File: config.mk
export PLATFORM = sky130hd
export DESIGN_NAME = execute_hazard_controller
export DESIGN_NICKNAME = d
export VERILOG_FILES = /design/src/rtl/execute_hazard_controller.sv
export SDC_FILE = /design/constraint.sdc
export NUM_CORES = 1
export LEC_CHECK = 0
export ABC_AREA = 1
export BUFFER_PORTS_ARGS = -buffer_cell sky130_fd_sc_hd__buf_2
export CORE_AREA = 10 10 60 62
export DETAILED_ROUTE_END_ITERATION = 12
export DIE_AREA = 0 0 70 72
export PLACE_DENSITY = 0.7
export SYNTH_ARGS = -nofsm -noshare
export SYNTH_HDL_FRONTEND = slang
export SYNTH_SLANG_ARGS = --single-unit
File: constraint.sdc
create_clock -name clk -period 1.14 [get_ports clk]
set_input_delay 0.285 -clock clk [delete_from_list [all_inputs] [get_ports clk]]
set_output_delay 0.285 -clock clk [all_outputs]
set_load 0.02 [all_outputs]
File: src/rtl/execute_hazard_controller.sv
// -----------------------------------------------------------------------------
// execute_hazard_controller
//   Hazard and forwarding control for the Execute stage. Keeps a shadow copy of
//   the register usage of the instructions in EX, EX/MEM and MEM/WB, and from it
//   derives the EX operand-forwarding selects, a one-cycle load-use stall and a
//   multi-cycle flush after a taken branch. Owns no datapath.
//
// Parameters
//   REG_AW        register-address width
//   FLUSH_CYCLES  cycles flush is high after a taken branch (>= 1)
//
// Ports
//   clk, rst           clock, asynchronous active-low reset
//   id_*               decoded register usage of the instruction in ID
//   ex_branch_taken    taken branch resolved in EX
//   forward1_sel/2_sel 00 register file, 01 EX/MEM, 10 MEM/WB
//   stall              hold PC and IF/ID, bubble into EX
//   flush              squash IF/ID and ID/EX
//   pc_write           PC enable
// -----------------------------------------------------------------------------
module execute_hazard_controller #(
  parameter int REG_AW       = 3,
  parameter int FLUSH_CYCLES = 2
) (
  input  logic              clk,
  input  logic              rst,
  input  logic              id_valid,
  input  logic [REG_AW-1:0] id_src1,
  input  logic [REG_AW-1:0] id_src2,
  input  logic              id_use_src1,
  input  logic              id_use_src2,
  input  logic [REG_AW-1:0] id_rd,
  input  logic              id_reg_write,
  input  logic              id_mem_read,
  input  logic              ex_branch_taken,
  output logic [1:0]        forward1_sel,
  output logic [1:0]        forward2_sel,
  output logic              stall,
  output logic              flush,
  output logic              pc_write
);

  localparam int CNT_W = $clog2(FLUSH_CYCLES + 1);
  // The branch cycle itself is the first flush cycle, so the FLUSH state only
  // has to cover the remaining FLUSH_CYCLES-1 cycles.
  localparam logic [CNT_W-1:0] CNT_LOAD =
    CNT_W'((FLUSH_CYCLES > 1) ? (FLUSH_CYCLES - 2) : 0);
  localparam bit MULTI_CYCLE = (FLUSH_CYCLES > 1);

  typedef enum logic {S_RUN, S_FLUSH} state_t;

  state_t           state;
  logic [CNT_W-1:0] cnt;

  // EX slot shadow
  logic              ex_valid, ex_use1, ex_use2, ex_wr, ex_mr;
  logic [REG_AW-1:0] ex_src1, ex_src2, ex_rd;
  // EX/MEM and MEM/WB shadows
  logic              em_valid, em_wr, mw_valid, mw_wr;
  logic [REG_AW-1:0] em_rd, mw_rd;

  logic branch_now;

  assign branch_now = (state == S_RUN) && ex_branch_taken && ex_valid;
  assign flush      = branch_now || (state == S_FLUSH);

  // Load-use: the consumer in ID needs a value the load in EX has not fetched.
  // A flush squashes the consumer anyway, so it overrides the stall.
  always_comb begin
    // NOTE: every signal written here gets a default first so no latch is inferred.
    stall = 1'b0;
    if (id_valid && ex_valid && ex_mr && ex_wr && !flush)
      stall = (id_use_src1 && (id_src1 == ex_rd)) ||
              (id_use_src2 && (id_src2 == ex_rd));
  end

  assign pc_write = rst && !stall;

  // EX/MEM is checked first: it holds the youngest producer of the register.
  function automatic logic [1:0] fwd_sel(input logic use_src,
                                         input logic [REG_AW-1:0] src);
    if (ex_valid && use_src && em_valid && em_wr && (em_rd == src))
      return 2'b01;
    else if (ex_valid && use_src && mw_valid && mw_wr && (mw_rd == src))
      return 2'b10;
    else
      return 2'b00;
  endfunction

  assign forward1_sel = fwd_sel(ex_use1, ex_src1);
  assign forward2_sel = fwd_sel(ex_use2, ex_src2);

  // Pipeline shadow. Stall and flush both load a bubble into EX while the older
  // stages keep draining.
  always_ff @(posedge clk or negedge rst) begin
    // NOTE: all tracking state is cleared so no stale destination can forward
    // after reset; only the valid bits strictly need it, the rest is cheap.
    if (!rst) begin
      ex_valid <= 1'b0;
      ex_use1  <= 1'b0;
      ex_use2  <= 1'b0;
      ex_wr    <= 1'b0;
      ex_mr    <= 1'b0;
      ex_src1  <= '0;
      ex_src2  <= '0;
      ex_rd    <= '0;
      em_valid <= 1'b0;
      em_wr    <= 1'b0;
      em_rd    <= '0;
      mw_valid <= 1'b0;
      mw_wr    <= 1'b0;
      mw_rd    <= '0;
    end else begin
      // NOTE: non-blocking assignments let every stage sample the old value of
      // its predecessor, so the shift happens in one edge regardless of order.
      mw_valid <= em_valid;
      mw_wr    <= em_wr;
      mw_rd    <= em_rd;
      em_valid <= ex_valid;
      em_wr    <= ex_wr;
      em_rd    <= ex_rd;
      ex_valid <= id_valid && !stall && !flush;
      ex_use1  <= id_use_src1;
      ex_use2  <= id_use_src2;
      ex_wr    <= id_reg_write;
      ex_mr    <= id_mem_read;
      ex_src1  <= id_src1;
      ex_src2  <= id_src2;
      ex_rd    <= id_rd;
    end
  end

  // Flush sequencer. Branch inputs are ignored in S_FLUSH since EX only holds
  // bubbles there.
  always_ff @(posedge clk or negedge rst) begin
    if (!rst) begin
      state <= S_RUN;
      cnt   <= '0;
    end else begin
      case (state)
        S_RUN: begin
          if (branch_now && MULTI_CYCLE) begin
            state <= S_FLUSH;
            cnt   <= CNT_LOAD;
          end
        end
        S_FLUSH: begin
          if (cnt == '0) state <= S_RUN;
          else           cnt   <= cnt - CNT_W'(1);
        end
        default: state <= S_RUN;
      endcase
    end
  end

endmodule
# After elaboration in Yosys (flattened, before gate mapping)
# Cells that the tools add are included.
word_totals:
  regBits: 27
  in_bits: 17
  out_inout_bits: 7
  wordCells: 68
op_classes:
  addsub: 1
  n_eq_ne: 8
  muxes: 11
  n_bitwise: 1
  reduce_logical: 31
ops:
  columns: ["op", "n"]
  rows:
  - ["logical AND 1 bit", 25]
  - ["== test 3 bit", 6]
  - ["2-to-1 mux 2 bit", 6]
  - ["inequality test 2 bit, second input constant", 2]
  - ["one-hot mux 2 bit (2 select lines)", 1]
  - ["2-to-1 mux 1 bit", 3]
  - ["logical NOT 1 bit", 2]
  - ["logical NOT 2 bit", 1]
  - ["logical OR 1 bit", 2]
  - ["one-hot mux 1 bit (2 select lines)", 1]
  - ["AND reduction 2 bit", 1]
  - ["subtractor 2 x 1 -> 2 bit, second input constant", 1]
  - ["NOT 1 bit", 1]

# Depth between registers and ports, before layout
# Gate-level depths: netlist (run 1).
logic_depth:
  word_depth: 10
  mapped_depth: 7
  depth_no_buf: 7

# Worst setup path before layout (run 1)
# OpenSTA, ideal clock, no wires.
synth_timing:
  kind: "reg2out"
  startpoint: "reg em_rd[0]"
  endpoint: "out forward2_sel[1]"
  arrival_ps: 1350
  setup_slack_ps: -495
  path_stages_with_launch: 5
  cell_sequence: "dfrtp_1 xnor2_1 nand2_1 nor3_1 nor2_1"
synth_between:
  elab_chain_cells: 3
synth_rtl:
  columns: ["item", "line_no", "source"]
  rows:
  - ["from (decl)", "60", "logic [REG_AW-1:0] em_rd, mw_rd;"]
  - ["from (signal assigned)", "121", "em_rd <= ex_rd;"]
  - ["== test 3 bit", "82", "if (ex_valid && use_src && em_valid && em_wr && (em_rd == src))"]
  - ["logical AND 1 bit", "82", null]
  - ["2-to-1 mux 2 bit", "82", null]
  - ["to (decl)", "37", "output logic [1:0] forward2_sel,"]
# No other way between the ends.

# Worst setup path after layout (run 1)
layout_timing:
  startpoint: "reg ex_valid"
  endpoint: "out stall"
layout_between:
  elab_chain_cells: 5
  word_cells_on_any_way: 8
layout_rtl:
  columns: ["item", "line_no", "source"]
  rows:
  - ["from (decl)", "56", "logic ex_valid, ex_use1, ex_use2, ex_wr, ex_mr;"]
  - ["from (signal assigned)", "122", "ex_valid <= id_valid && !stall && !flush;"]
  - ["logical AND 1 bit (on tied branches)", "72, 64", null]
  - ["logical AND 1 bit / logical OR 1 bit (equally long branches)", "72, 65", null]
  - ["logical AND 1 bit / logical NOT 1 bit (equally long branches)", "72", "if (id_valid && ex_valid && ex_mr && ex_wr && !flush)"]
  - ["logical AND 1 bit (*)", "72", null]
  - ["2-to-1 mux 1 bit (*)", "72", null]
  - ["to (decl)", "38", "output logic stall,"]
# Mark *: on every way between the ends. The rest lies on a longest branch, timed or not.

==> metrics.md, run 1 <==
| Metric | Value |
|---|---|
| Status | complete, but fails checks |
| Failing checks | negative setup slack |
| Synthesis-stage register bit count | 27 |
| Detailed placement HPWL | approximately 1.7 mm |
| Vias per inst | between 4 and 5 |
| Non-Filler Instances | around 180 |
| CP Launch Type | flip-flop |
| End of the worst register-to-register path | ex_valid |
| CTS clk-pin slew, worst paths | roughly 0.14 ns |
| Die area | approximately 5000 sq um |
| Cells after synthesis | 107 |
| FP Rows | 18 |
| Dpl cells | between 150 and 200 |
| Initial core utilization | 0.444 |
| Synthesized area | between 1000 and 1500 sq um |
| Syn_nets | around 130 |
| Clk network pwr share | 0.168 |
| Clock root buffer | clkbuf_4 |
| Worst Tran Pin Value | 0.333 ns |
| Sequential power share | 0.493 |
| Final wirelength | ~2.4 mm |
| Cells on worst reg2reg path | 9 |
| Area delta synth->final | 43.1% |
| Delay-heaviest family, CP | flip-flops |
| Worst r2r src | ex_rd[0] |
| Hold Path Origin | id_mem_read |
| Chip Width | around 70 microns |
| Core Area | between 2000 and 2500 sq um |
| Synth cell types | 17 |
| Max FO, Critical Path | 3 |
| GRT overflow | 0 |
| Register area share after synthesis | 0.625 |
| Crit-path cells | a21oi_2 > nand2_2 > nor2_4 > a21boi_4 > buf_6 |
| Final setup margin | -0.619 ns |
| Fin area | approximately 1500 sq um |
| Commonest non-fill, non-tap cell in the layout | dfrtp_1 |
| Tmin final | ~1.8 ns |
| DIE HEIGHT | 72 microns |
| Boundary Pins | 24 |
| TritonCTS clock tree | done |
| Fin Clk Skew | around 0.0014 ns |
| Worst path max stage delay | around 0.44 ns |
| Initial antenna violation count | 0 |
| TritonCTS Buffers | 3 |
| Layout cells sized above 1 | 0.430 |
| Post-DR wirelength/cell | 13.0 microns |
| Max Clock Freq | ~570 MHz |
| Nets | 170 |
| Crit path buffers/inverters | 1 |
| Leakage | 0.000763 uW |
| Crit path DAT | roughly 1.5 ns |
| Max_cap viols | 0 |
| Diode count | 0 |
| P_int | approximately 1600 uW |
| Worst skew pair latency | approximately 0.31 ns |
| RSZ-0062 raised after global routing | true |
| Worst VDD drop | about 0.0012 V |
| Drt pass-1 iters | 4 |
| Placed Area | ~1400 sq um |
| Commonest non-fill, non-tap cells in the layout | 27 x dfrtp_1, 20 x nand2_1, 16 x buf_2, 16 x buf_4, 12 x inv_1 |
| Vias in the first global route | 927 |
| Final Hold Viols | 0 |
| Pin count of the biggest net entering global routing | 28 |
| H-tree depth | 1 |
| Net load switching power | about 750 uW |
| Worst EP required | roughly 0.85 ns |
| Final setup fails | 8 |
| Hold slack | a little under 0.07 ns |
| GRT Overall Usage | 0.0968 |
| Longest Clk Path Bufs | 2 |
| Worst hold path cell count | 1 |
| DR DRC count | 0 |
| Setup TNS | -3.78 ns |
| YS warnings | 0 |
| Hold EP | ex_mr |
| First-pass GRT wire length | around 4.1 mm |
| Crit-path slowest cell | dfrtp_1 |
| Overall Power | roughly 2300 uW |
| Slew Limit Fails | 0 |
| ANT nets after route | 0 |
| I/O Buffers | 23 |
| Final cycle utilization of the critical path | 1.54 |
| Crit Path Category | reg2out |
| Vias | just over 800 |
| Final GP Congestion | ~0.77 |
| Hold Crit Class | in2reg |
| Worst Setup End Kind | primary output |
| Mapped Avg Cell Area | approximately 10 sq um |
| Clk sinks | 27 |
| Relative slew slack | 0.778 |
| Reg2Reg Setup Slack | -0.10 ns |
| Power Dens Cells | roughly 1500 nW/um^2 |
| Switching Fraction | 0.320 |
| DR iter-0 viols | 23 |
| Combinational power share | 0.339 |
## state kept, by name (all words and copies together), names as in the netlist
signal and flops:
ex_src1 3, ex_wr 1, mw_wr 1, ex_valid 1, ex_rd 3, mw_rd 3
mw_valid 1, ex_src2 3, em_rd 3, ex_mr 1, cnt 2, ex_use1 1
state 1, em_wr 1, em_valid 1, ex_use2 1
## power groups by stage
stage	registers [uW]	clock network [uW]	logic [uW]
after global routing	1170	446	865
after global placement	1160	0	495
after CTS	1150	404	652
final	1150	392	791
after floorplan	1160	0	283
after detailed placement	1160	0	519
## per-stage QoR
stage                     worst slack, ns   util
after global placement             -0.246  0.556
after floorplan                    -0.179      -
after CTS                          -0.602  0.615
final                              -0.619  0.636
after global routing               -0.713  0.636
after detailed placement           -0.280  0.556
## worst register-to-register path: stages, from the launching register on
cell     delay [ns]
dfrtp_1        0.43
inv_2          0.07
nand2_1        0.05
nand2_1        0.07
nor2_2         0.04
nand2_2        0.09
nand2_2        0.07
buf_4          0.13
buf_4          0.12
a21oi_2        0.11
## worst max path at each step
stage,start,to,slack (ns),depth (start not counted)
floorplan,em_rd[0],forward2_sel[1],-0.18,4
global placement,ex_valid,stall,-0.25,5
detailed placement,ex_rd[0],pc_write,-0.28,8
CTS,ex_rd[0],pc_write,-0.60,8
global route,ex_valid,stall,-0.71,5
finish,ex_valid,stall,-0.62,5
## metal layers
metal	wire length (microns)	GRT usage	share of wire	vias up
met5	0	0	0	-
met4	13	0.0263	0.0055	0
met3	136	0.0299	0.058	2
met2	1260	0.175	0.54	17
met1	943	0.107	0.40	383
li1	-	-	-	418
## synthesized netlist by cell type (all sizes together)
library cell   n  share of area
xnor2         10          0.081
nand4          2          0.012
nand3          6          0.028
o21ai          1         0.0046
inv           15          0.052
nor2          11          0.041
nand2         24          0.086
a21oi          4          0.022
nor3           2         0.0093
dfrtp         27           0.63
xor2           2          0.016
o22ai          1         0.0058
a21boi         1         0.0069
ha             1          0.012
## cells by family after synthesis
logic type                 after synthesis  synth area share
and+or+nand+nor                         45             0.175
AOI/OAI and AO/OA                        7            0.0394
xor gates and xnor gates                12            0.0972
DFF                                     27             0.625
adders and majority gates                1            0.0116
buffers and inverters                   15            0.0521
## layout make-up
cell class                 count  area (sq um)
fill                         202           886
multi-input combinational     65           460
sequential                    27           676
tap                           30          37.5
clock inverter                 1          5.00
inverter                      15          56.3
clock buffer                   3          22.5
timing repair buffer          40           289
## repair_timing
item,CTS,global route
pin swaps,13,5
endpoints found under the setup margin,8,10
hold endpoints to repair,27,0
resized for setup,24,9
hold buffers,1,0
setup buffers,3,3
Note: power is estimated with default switching activity, not from simulation.
==> run 2, diff against run 1 <==
--- a/config.mk
+++ b/config.mk
@@ -6,11 +6,12 @@
 export NUM_CORES = 1
 export LEC_CHECK = 0
 export ABC_AREA = 1
+export ABC_CLOCK_PERIOD_IN_PS = 1140
 export BUFFER_PORTS_ARGS = -buffer_cell sky130_fd_sc_hd__buf_2
-export CORE_AREA = 10 10 60 62
+export CORE_AREA = 10 10 55 68
 export DETAILED_ROUTE_END_ITERATION = 12
-export DIE_AREA = 0 0 70 72
-export PLACE_DENSITY = 0.7
+export DIE_AREA = 0 0 65 78
+export PLACE_DENSITY = 0.69
 export SYNTH_ARGS = -nofsm -noshare
 export SYNTH_HDL_FRONTEND = slang
 export SYNTH_SLANG_ARGS = --single-unit
==> run 2 against run 1 <==
Effect of this change:
- the run still ends with negative setup slack left
- cell area down 3.1%
- non-clock buffer count down 3
- highest routed layer unchanged
- total power down 5.7%
- core utilization down 4.8 points
- critical path depth up 1
- die area up 0.60%
- largest power group unchanged
- clock power up 2%
- combinational power down 19%
- register-to-register slack about the same
- routed wire length down 5.5%
- clock skew up 0.00059 ns
==> metrics.md, run 2 (synthesis gave the netlist of run 1 again) <==
| Metric | Value |
|---|---|
| Drt pass-1 iters | 5 |
| Clock root buffer | clkbuf_4 |
| Power Dens Cells | ~1500 nW/um^2 |
| Worst EP required | ~0.85 ns |
| Die area | 5070 sq um |
| Pin count of the biggest net entering global routing | 28 |
| Initial antenna violation count | 0 |
| Crit path DAT | roughly 1.5 ns |
| Worst skew pair latency | between 0.3 and 0.4 ns |
| Worst Setup End Kind | primary output |
| Core Area | around 2500 sq um |
| Failing checks | negative setup slack |
| TritonCTS clock tree | done |
| Crit Path Category | reg2out |
| Commonest non-fill, non-tap cell in the layout | dfrtp_1 |
| Vias in the first global route | around 930 |
| Worst Tran Pin Value | roughly 0.32 ns |
| Boundary Pins | 24 |
| ANT nets after route | 0 |
| Post-DR wirelength/cell | 12.2 microns |
| H-tree depth | 1 |
| DIE HEIGHT | roughly 78 microns |
| TritonCTS Buffers | 3 |
| Placed Area | approximately 1300 sq um |
| Final setup margin | -0.591 ns |
| Chip Width | around 65 microns |
| Longest Clk Path Bufs | 2 |
| Slew Limit Fails | 0 |
| CP Launch Type | flip-flop |
| DR iter-0 viols | 7 |
| Final GP Congestion | 0.783 |
| Fin area | about 1500 sq um |
| Final wirelength | about 2.2 mm |
| Area delta synth->final | 38.7% |
| Max Clock Freq | around 580 MHz |
| Commonest non-fill, non-tap cells in the layout | 26 x dfrtp_1, 20 x nand2_1, 16 x buf_2 |
| Initial core utilization | 0.424 |
| Nets | around 170 |
| GRT Overall Usage | 0.0934 |
| Vias | between 800 and 900 |
| GRT overflow | 0 |
| Detailed placement HPWL | between 1.5 and 2 mm |
| First-pass GRT wire length | about 3.8 mm |
| Max FO, Critical Path | 4 |
| Status | complete, but fails checks |
| Dpl cells | 170 |
| CTS clk-pin slew, worst paths | 0.14 ns |
| Fin Clk Skew | about 0.0020 ns |
| Hold Crit Class | in2reg |
| I/O Buffers | 23 |
| Max_cap viols | 0 |
| Layout cells sized above 1 | 0.405 |
| Vias per inst | between 4 and 5 |
| Leakage | about 0.00075 uW |
| Final setup fails | 8 |
| DR DRC count | 0 |
| Diode count | 0 |
| Clk sinks | 27 |
| RSZ-0062 raised after global routing | true |
| Final cycle utilization of the critical path | 1.52 |
| Tmin final | between 1.5 and 2 ns |
| Final Hold Viols | 0 |
| Worst VDD drop | around 0.0010 V |
| Relative slew slack | 0.785 |
| FP Rows | 21 |
| Non-Filler Instances | around 180 |
| Core Util, Final | 0.588 |
| Setup TNS | -3.76 ns |
## run 2: worst max-delay path, cell delays in order (launching register included)
cell	delay (ns)
dfrtp_2	0.43
buf_4	0.15
nand3_1	0.06
nor2_1	0.11
nand4_1	0.10
nor2_1	0.12
buf_4	0.15
## run 2: cell type report
| class | instances | area, sq um |
|---|---|---|
| clock buffers | 3 | 22.5 |
| clock inverters | 1 | 5.00 |
| fillers | 228 | 1050 |
| inverters | 15 | 56.3 |
| multi-input cells | 65 | 437 |
| flip-flops and latches | 27 | 677 |
| well taps | 34 | 42.5 |
| repair buffers | 37 | 259 |
## run 2: repair_timing
item,CTS,global route
hold buffers,1,0
endpoints found under the hold margin,27,0
setup endpoints to repair,8,10
resized for setup,19,8
setup buffers,6,2
pin swaps,5,3
## run 2: metrics by stage
step                      power (uW)  hold WS [ns]  worst slack, ns
after detailed placement        1660         0.311           -0.300
after CTS                       2160        0.0520           -0.625
after global routing            2340        0.0334           -0.708
final                           2200        0.0596           -0.591
after global placement          1630         0.301           -0.272
after floorplan                 1440       -0.0106           -0.179
## run 2: path summary, 6_finish.rpt
path                              start               to  slack [ns]  depth (start not counted)
hold / removal             id_reg_write            ex_wr        0.06                          1
setup reg to reg               ex_rd[2]         ex_valid       -0.10                          9
max in group asynchronous           rst         ex_valid        0.39                          3
min in group asynchronous           rst         ex_rd[1]        0.48                          3
setup / recovery               ex_valid  forward2_sel[1]       -0.59                          6
hold reg to reg                   em_wr            mw_wr        0.39                          0
## run 2: power by group
part           switching, uW  internal [uW]  total (uW)
Combinational            325            316         641
Clock                    268            131         399
Sequential              86.7           1070        1160
## run 2: metal layers
layer | vias up | global-route usage | part of all wire
met2 | 28 | 0.174 | 0.55
met4 | 0 | 0.0451 | 0.022
met5 | - | 0 | 0
li1 | 411 | - | -
met3 | 4 | 0.0259 | 0.052
met1 | 380 | 0.0908 | 0.38
==> run 3, diff against run 2 <==
--- a/config.mk
+++ b/config.mk
@@ -11,7 +11,7 @@
 export CORE_AREA = 10 10 55 68
 export DETAILED_ROUTE_END_ITERATION = 12
 export DIE_AREA = 0 0 65 78
-export PLACE_DENSITY = 0.69
+export PLACE_DENSITY = 0.76
 export SYNTH_ARGS = -nofsm -noshare
 export SYNTH_HDL_FRONTEND = slang
 export SYNTH_SLANG_ARGS = --single-unit
==> run 3 against run 2 <==
Effect of this change:
- the run still ends with negative setup slack left
- register-to-register slack better by 0.10 ns
- combinational power is 3.4% lower
- clock-buffer cell count stayed put
- total power decreased by 1.1%
- core utilization decreased by 0.74 points
- sequential share of layout area up 0.57 points
- clock power is essentially flat
- via count is 2.1% lower
- non-clock buffer count fell by 6
- first-iteration DRC count grew to 3.0 times the previous value
- global-route usage down 0.055 points
- largest power group unchanged
==> metrics.md, run 3 (synthesis gave the netlist of run 1 again) <==
| Metric | Value |
|---|---|
| Initial core utilization | 0.424 |
| Switching Fraction | 0.314 |
| Worst Setup End Kind | primary output |
| DR DRC count | 0 |
| Clk sinks | 27 |
| First-pass GRT wire length | 3.79 mm |
| Diode count | 0 |
| Final cycle utilization of the critical path | 1.53 |
| Final Hold Viols | 0 |
| H-tree depth | 1 |
| Hold Path Origin | id_rd[0] |
| Max Clock Freq | roughly 570 MHz |
| P_int | 1490 uW |
| Nets | roughly 160 |
| Combinational power share | 0.284 |
| Hold Crit Class | in2reg |
| DR iter-0 viols | 21 |
| Max_cap viols | 0 |
| Worst path max stage delay | roughly 0.43 ns |
| Clock root buffer | clkbuf_4 |
| ANT nets after route | 0 |
| Failing checks | negative setup slack |
| Crit Path Category | reg2out |
| CTS clk-pin slew, worst paths | approximately 0.14 ns |
| GRT overflow | 0 |
| Initial antenna violation count | 0 |
| Hold EP | ex_rd[0] |
| Final wirelength | about 2.2 mm |
| Crit-path cells | xnor2_1 > nand2_1 > nor3_4 > nor2_1 > buf_4 |
| Worst VDD drop | approximately 0.0011 V |
| Area delta synth->final | 36.9% |
| Max FO, Critical Path | 2 |
| Reg2Reg Setup Slack | 0 ns |
| Status | complete, but fails checks |
| Drt pass-1 iters | 4 |
| Vias | 806 |
| Final GP Congestion | between 0.7 and 0.8 |
| Leakage | a little over 0.0007 uW |
| Commonest non-fill, non-tap cell in the layout | dfrtp_1 |
| Crit-path slowest cell | dfrtp_1 |
| Worst r2r src | ex_rd[0] |
| Clk network pwr share | 0.182 |
| FP Rows | 21 |
| Chip Width | 65 microns |
| TritonCTS Buffers | 3 |
| Worst Tran Pin Value | between 0.3 and 0.4 ns |
| TritonCTS clock tree | done |
| Worst EP required | around 0.85 ns |
| # fillers | 248 |
| Worst hold path cell count | 1 |
| Slew Limit Fails | 0 |
| Power Dens Cells | 1470 nW/um^2 |
| Post-DR wirelength/cell | roughly 13 microns |
| Detailed placement HPWL | ~1.7 mm |
| Multi-input gate area | 459 sq um |
| Pin count of the biggest net entering global routing | 28 |
| Sequential power share | 0.533 |
| RSZ-0062 raised after global routing | true |
| End of the worst register-to-register path | ex_valid |
| Vias per inst | 4.58 |
| Net load switching power | 684 uW |
| Boundary Pins | 24 |
| Core Area | between 2000 and 3000 sq um |
| Die area | between 5000 and 6000 sq um |
| Worst skew pair latency | between 0.3 and 0.4 ns |
| Crit path buffers/inverters | 1 |
| Vias in the first global route | 869 |
| Relative slew slack | 0.785 |
| CP Launch Type | flip-flop |
| Tmin final | between 1.5 and 2 ns |
| Final setup fails | 8 |
| Cells on worst reg2reg path | 8 |
| Crit path DAT | ~1.5 ns |
| DIE HEIGHT | ~80 microns |
| Overall Power | ~2200 uW |
| Fin Clk Skew | roughly 0.0053 ns |
| Longest Clk Path Bufs | 2 |
| Storage cell area | 677 sq um |
| Placement Setup Slack | -0.306 ns |
| Final setup margin | -0.600 ns |
| I/O Buffers | 23 |
| Commonest non-fill, non-tap cells in the layout | 26 x dfrtp_1, 20 x nand2_1, 16 x buf_2 |
| Delay-heaviest family, CP | flip-flops |
| GRT Overall Usage | 0.0928 |
| Layout cells sized above 1 | 0.408 |
run 3: cell count changes in the layout (fill, tap and decap cells not counted), sizes merged:
cell,previous run,this run
buf,36,30
run 3: how the worst max path moves through the flow:
stage          depth (start not counted)  slack (ns)               to       start
4_1_cts                                8       -0.63         pc_write    ex_rd[2]
2_1_floorplan                          4       -0.18  forward2_sel[1]    em_rd[0]
3_3_place_gp                           8       -0.25         pc_write    ex_rd[0]
6_report                               5       -0.60  forward1_sel[1]  ex_src1[0]
3_5_place_dp                           8       -0.31         pc_write    ex_rd[0]
5_1_grt                                8       -0.68         pc_write    ex_rd[0]
run 3: layer usage:
layer | up-vias | GRT usage | routed length [microns]
met2 | 17 | 0.167 | 1250
li1 | 403 | - | -
met5 | - | 0 | 0
met4 | 0 | 0.0386 | 16
met3 | 2 | 0.0273 | 114
met1 | 384 | 0.0968 | 863
run 3: area by class of cell:
type | instances | share of cell area
sequential | 27 | 0.457
multi-input combinational | 65 | 0.310
tap | 34 | 0.0287
inverter | 15 | 0.0380
clock inverter | 1 | 0.00338
clock buffer | 3 | 0.0152
timing repair buffer | 31 | 0.147
run 3: what timing repair did:
action | in CTS | in global routing
gates resized for setup | 21 | 13
buffers inserted | 1 | 2
pin swaps | 6 | 7
setup endpoints to repair | 7 | 10
hold buffers | 1 | 0
endpoints found under the hold margin | 27 | 0
run 3: per-stage QoR:
step | utilization | cells | hold WS [ns] | instance area, sq um | setup TNS (ns)
final | 0.581 | 176 | 0.0617 | 1480 | -3.74
after global routing | 0.581 | 176 | 0.0366 | 1480 | -4.37
after CTS | 0.560 | 174 | 0.0583 | 1430 | -3.86
after detailed placement | 0.517 | 169 | 0.320 | 1320 | -1.48
after global placement | 0.517 | 169 | 0.326 | 1320 | -1.22
after floorplan | - | 107 | -0.0106 | 1120 | -0.714
run 3: power groups by stage:
stage / Sequential (uW) / Clock (uW) / Combinational, uW
after floorplan: 1160 / 0 / 283
after global placement: 1160 / 0 / 465
after detailed placement: 1170 / 0 / 487
after CTS: 1160 / 398 / 555
after global routing: 1180 / 441 / 695
final: 1160 / 397 / 619
